--- src/rtl/mysystem_led_fader.sv ---
`default_nettype none
// ============================================================================
//  Module   : mysystem_led_fader
//  Brief    : Per-LED brightness fader with PWM output and bypass mode.
//  Revision : 1.0  initial release
// ============================================================================
module mysystem_led_fader #(
    parameter int CLK_DIV   = 50000,
    parameter int FADE_STEP = 8
) (
    input  logic       clk,
    input  logic       reset,
    input  logic       enable,
    input  logic [7:0] pattern_in,
    output logic [7:0] led_out,
    output logic       busy
);

    localparam int             c_NUM_LEDS = 8;
    localparam int             c_PRESC_W  = (CLK_DIV > 2) ? $clog2(CLK_DIV) : 1;
    localparam logic [c_PRESC_W-1:0] c_PRESC_MAX = c_PRESC_W'(CLK_DIV - 1);
    localparam logic [7:0]     c_STEP     = 8'(FADE_STEP);

    localparam logic [0:0]     c_IDLE     = 1'b0;
    localparam logic [0:0]     c_FADING   = 1'b1;

    logic [7:0]           r_pattern_q;
    logic [7:0]           r_level [c_NUM_LEDS];
    logic [c_PRESC_W-1:0] r_presc;
    logic [7:0]           r_pwm;
    logic [0:0]           r_state;
    logic                 r_busy;
    logic [7:0]           r_led;

    logic                 w_tick;
    logic [7:0]           w_level_next [c_NUM_LEDS];
    logic [7:0]           w_match;
    logic [7:0]           w_lit;
    logic                 w_any_diff;
    logic [0:0]           w_state_next;
    logic                 w_busy_next;

    assign w_tick = (r_presc == c_PRESC_MAX);

    // Per-LED saturating step toward the target (255 when lit, 0 when dark)
    generate
        for (genvar gi = 0; gi < c_NUM_LEDS; gi++) begin : g_led
            logic [8:0] w_up;
            logic [7:0] w_dn;
            assign w_up             = {1'b0, r_level[gi]} + {1'b0, c_STEP};
            assign w_dn             = (r_level[gi] < c_STEP) ? 8'h00 : (r_level[gi] - c_STEP);
            assign w_level_next[gi] = r_pattern_q[gi] ? (w_up[8] ? 8'hFF : w_up[7:0]) : w_dn;
            assign w_match[gi]      = (r_level[gi] == (r_pattern_q[gi] ? 8'hFF : 8'h00));
            assign w_lit[gi]        = (r_level[gi] == 8'hFF) || (r_pwm < r_level[gi]);
        end
    endgenerate

    assign w_any_diff = ~&w_match;

    always_ff @(posedge clk or posedge reset) begin
        if (reset) begin
            r_pattern_q <= '0;
            r_presc     <= '0;
            r_pwm       <= '0;
            r_led       <= '0;
        end else begin
            r_pattern_q <= pattern_in;
            r_presc     <= w_tick ? '0 : (r_presc + 1'b1);
            r_pwm       <= r_pwm + 8'd1;
            r_led       <= enable ? w_lit : r_pattern_q;
        end
    end

    always_ff @(posedge clk or posedge reset) begin
        if (reset) begin
            for (int i = 0; i < c_NUM_LEDS; i++) r_level[i] <= '0;
        end else if (w_tick && enable) begin
            for (int i = 0; i < c_NUM_LEDS; i++) r_level[i] <= w_level_next[i];
        end
    end

    always_ff @(posedge clk or posedge reset) begin
        if (reset) begin
            r_state <= c_IDLE;
            r_busy  <= 1'b0;
        end else begin
            r_state <= w_state_next;
            r_busy  <= w_busy_next;
        end
    end

    // Dropping enable parks the FSM in IDLE; levels are simply held
    always_comb begin
        w_state_next = r_state;
        if (!enable) begin
            w_state_next = c_IDLE;
        end else begin
            case (r_state)
                c_IDLE:   if (w_any_diff)  w_state_next = c_FADING;
                c_FADING: if (!w_any_diff) w_state_next = c_IDLE;
                default:  w_state_next = c_IDLE;
            endcase
        end
    end

    always_comb begin
        w_busy_next = (w_state_next == c_FADING);
    end

    assign led_out = r_led;
    assign busy    = r_busy;

endmodule
`default_nettype wire

--- config.mk ---
export PLATFORM = sky130hd
export DESIGN_NAME = mysystem_led_fader
export DESIGN_NICKNAME = d
export VERILOG_FILES = /design/src/rtl/mysystem_led_fader.sv
export SDC_FILE = /design/constraint.sdc
export NUM_CORES = 1
export LEC_CHECK = 0
export CORE_MARGIN = 10
export CORE_UTILIZATION = 45
export DETAILED_ROUTE_END_ITERATION = 8
export PLACE_DENSITY = 0.72
export REMOVE_ABC_BUFFERS = 1
export SLEW_MARGIN = 20
export SYNTH_ARGS = -nofsm -noshare
export SYNTH_HDL_FRONTEND = slang
export SYNTH_SLANG_ARGS = --single-unit
--- constraint.sdc ---
create_clock -name clk -period 8.11 [get_ports clk]
set_input_delay 1.2165 -clock clk [delete_from_list [all_inputs] [get_ports clk]]
set_output_delay 1.2165 -clock clk [all_outputs]
set_load 0.05 [all_outputs]
==> metrics <==
status finished clean; Tightest Pin Transition 0.917 ns; largest fanout on the critical path 20; Fmax between 0.3 and 0.4 GHz; initial core utilization 0.458; Clock Pin Slew Worst Setup and Hold Paths 0.07 ns; I/O pin cnt 20; Die Width around 140 um; wl on met1 between 7000 and 8000 um; total power about 0.96 mW; # clock sinks approximately 90; slowest CP cell and2_1; number of antenna diodes 0; RSZ-0062 raised after global routing no; setup TNS after final layout 0 ns; CTS root buf clkbuf_16; vias in the first global route 5,313; met3 wire length between 600 and 700 um; total track usage 0.150; worst-path cell chain or4b_1 > nor4_4 > and2_1 > mux2_2; mapped cell area 0.00663 sq mm; total grt overflow 0; pin count of the biggest net entering global routing 65; number of synthesized flops with an enable pin 0; CP Buf/Inv Count 0; Syn Inst Count 791; maxcap violations 0; Area Overhead vs Synth 9.07%; Worst-Skew Late Latency between 0.3 and 0.4 ns; htree depth 3; WL met2 roughly 6900 um; wire per inst roughly 15 um; layout cells sized above 1 0.0368; vias 5,665; max incr delay on CP 0.83 ns; Final Hold Fails 0; final instance area between 0.007 and 0.008 sq mm; global-route wire length before repair between 20,000 and 30,000 um; CP delay by family, top simple AND/OR/NAND/NOR gates; Placer Congestion roughly 0.86; simple-gate portion of the synthesized area 0.195; kind of critical path flip-flop to flip-flop; placed cell count ~960; Core Area ~0.014 sq mm; # resized after CTS 0; die height roughly 140 um; post-synthesis async set-or-reset flop share 1.00; YS warnings 0; Highest Signal Layer met4; Rel. slew slack 0.389; non-filler cells, final just under 1,000; first drt pass iteration count 5; drt drc 0; main combinational cell family by area after synthesis compound AO/OA/AOI/OAI gates; placed cell areas between 0.006 and 0.007 sq mm; clock buffer count from CTS 9; min Tclk post-route around 3.1 ns; Main synth FF type dfrtp_1; Setup-failing EPs final 0; register bit total from synthesis 89; multiplexer share of the synthesized area 0.0157; PD cells approximately 130 mW/mm^2; path category of the worst min-delay check flip-flop to flip-flop; final critical-path share of the clock period 0.377; count of cell types in the netlist 64; Setup Buffers After CTS 0; post-synthesis sequential area ratio 0.336; port bufs 19; Die Area ~0.02 sq mm; crit path DAT between 3 and 4 ns; final WL 14,800 um; max-slew violation count 0; initial antenna violation count 0; Synth Area in Compound Gates 0.230; Worst Setup Start Kind flip-flop; Longest Clk Path Bufs 2; CTS tree built; Final ANT Viol Nets 0; Post-Synth XOR/XNOR Area 0.0251; CP required 8.35 ns; Peak VDD IR a little over 0.09 mV; number of DRC markers in iteration 0 between 400 and 500; Leak approximately 3.2 nW; element type at the critical path end flip-flop; Final Net Count 868; Final Skew 0.00751 ns; row count 44; Final HPWL DP a little over 10,000 um; adder-cell share of the synthesized area 0.140; vias per cell 5.83; syn avg cell area about 8.4 sq um; Post-CTS Hold Fix Bufs 0
[registers in the layout, indices dropped and copies added, names as in the netlist]
| register | flops |
|---|---|
| busy | 1 |
| r_pwm | 8 |
| r_level | 48 |
| r_pattern_q | 8 |
| led_out | 8 |
| r_presc | 16 |
[Yosys cell counts (3+ instances only)]
cell type  number  area [sq um]
a211oi_1        4          30.0
a21boi_0        3          22.5
a21o_1         25           188
a21oi_1        41           205
a31oi_1        22           138
and2_1          9          56.3
and3_1         26           163
buf_2           5          25.0
clkbuf_1       33           124
dfrtp_1        89          2230
ha_1           74           926
inv_1          58           218
mux2_2          3          33.8
mux2i_1         7          70.1
nand2_1        51           191
nand2b_1       10          62.6
nand3_1        40           200
nand3b_1        9          67.6
nand4_1         6          37.5
nor2_1         42           158
nor2b_1         3          18.8
nor3_1         26           130
nor4_1         11          68.8
o211ai_1        4          30.0
o21a_1          5          37.5
o21ai_0       102           510
o21ai_1         4          20.0
o22ai_1         4          25.0
o31a_1          3          26.3
o31ai_1        11          82.6
or3_1           3          18.8
xnor2_1         8          70.1
xor2_1         11          96.3
[worst register-to-register path, delay by kind of cell, from the launching register on]
family | cells | cell delay (ns)
simple gates | 3 | 2.11
flops | 1 | 0.42
mux | 1 | 0.42
[cells in the final DEF (no fill, tap or decap), types with 4 or more instances in the layout]
| cell | synthesis | final |
|---|---|---|
| nand4_1 | 6 | 6 |
| nand2_1 | 51 | 50 |
| a211oi_1 | 4 | 4 |
| o21a_1 | 5 | 5 |
| xor2_1 | 11 | 11 |
| nand3_1 | 40 | 40 |
| inv_1 | 58 | 57 |
| clkdlybuf4s50_1 | 0 | 19 |
| a31oi_1 | 22 | 22 |
| and3_1 | 26 | 26 |
| nand3b_1 | 9 | 9 |
| a21o_1 | 25 | 25 |
| nand2b_1 | 10 | 10 |
| nor4_1 | 11 | 11 |
| mux2i_1 | 7 | 7 |
| o211ai_1 | 4 | 4 |
| o31ai_1 | 11 | 11 |
| and2_1 | 9 | 9 |
| o21ai_0 | 102 | 102 |
| dfrtp_1 | 89 | 89 |
| a21oi_1 | 41 | 41 |
| clkbuf_16 | 0 | 9 |
| ha_1 | 74 | 74 |
| o22ai_1 | 4 | 4 |
| xnor2_1 | 8 | 8 |
| o21ai_1 | 4 | 4 |
| nor3_1 | 26 | 26 |
| nor2_1 | 42 | 42 |
[final cells by class]
| class | count | area (sq um) |
|---|---|---|
| Tap cell | 184 | 230 |
| Multi-Input combinational cell | 602 | 4020 |
| Fill cell | 1390 | 7240 |
| Clock inverter | 7 | 100 |
| Timing Repair Buffer | 22 | 213 |
| Clock buffer | 9 | 225 |
| Inverter | 59 | 224 |
| Sequential cell | 89 | 2230 |
[path summary, 6_finish.rpt]
path	start	end	slack [ns]	depth (start not counted)
worst max-delay path	r_presc[12]	r_level[52]	5.05	4
worst min-delay path	r_presc[15]	r_presc[15]	0.48	1
worst max register to register	r_presc[12]	r_level[52]	5.05	4
worst min register to register	r_presc[15]	r_presc[15]	0.48	1
max in group asynchronous	reset	r_level[17]	5.83	3
min in group asynchronous	reset	r_level[47]	1.22	2
[metrics by stage]
stage,utilization,hold WS (ns),setup WS [ns]
global route,0.500,0.517,4.90
floorplan,-,0.450,4.59
global placement,0.477,0.473,4.87
CTS,0.500,0.485,5.04
detailed placement,0.477,0.476,4.83
finish,0.500,0.482,5.05
[logic make-up after synthesis]
logic type,Yosys count
simple gates,248
flops,89
xor+xnor,19
compound gates,251
fa+ha+maj,74
mux,10
buf+inv,100
[report_power, final]
| group | switching, mW | internal, mW |
|---|---|---|
| Clock | 0.189 | 0.273 |
| Combinational | 0.0306 | 0.0157 |
| Sequential | 0.00803 | 0.448 |
| Total | 0.228 | 0.737 |
[metal layers]
layer | up-vias | GRT usage
li1 | 2858 | -
met1 | 2654 | 0.195
met3 | 17 | 0.0294
met4 | 0 | 0.0538
met5 | - | 0
met2 | 136 | 0.241
Note: power is estimated with default switching activity, not from simulation.
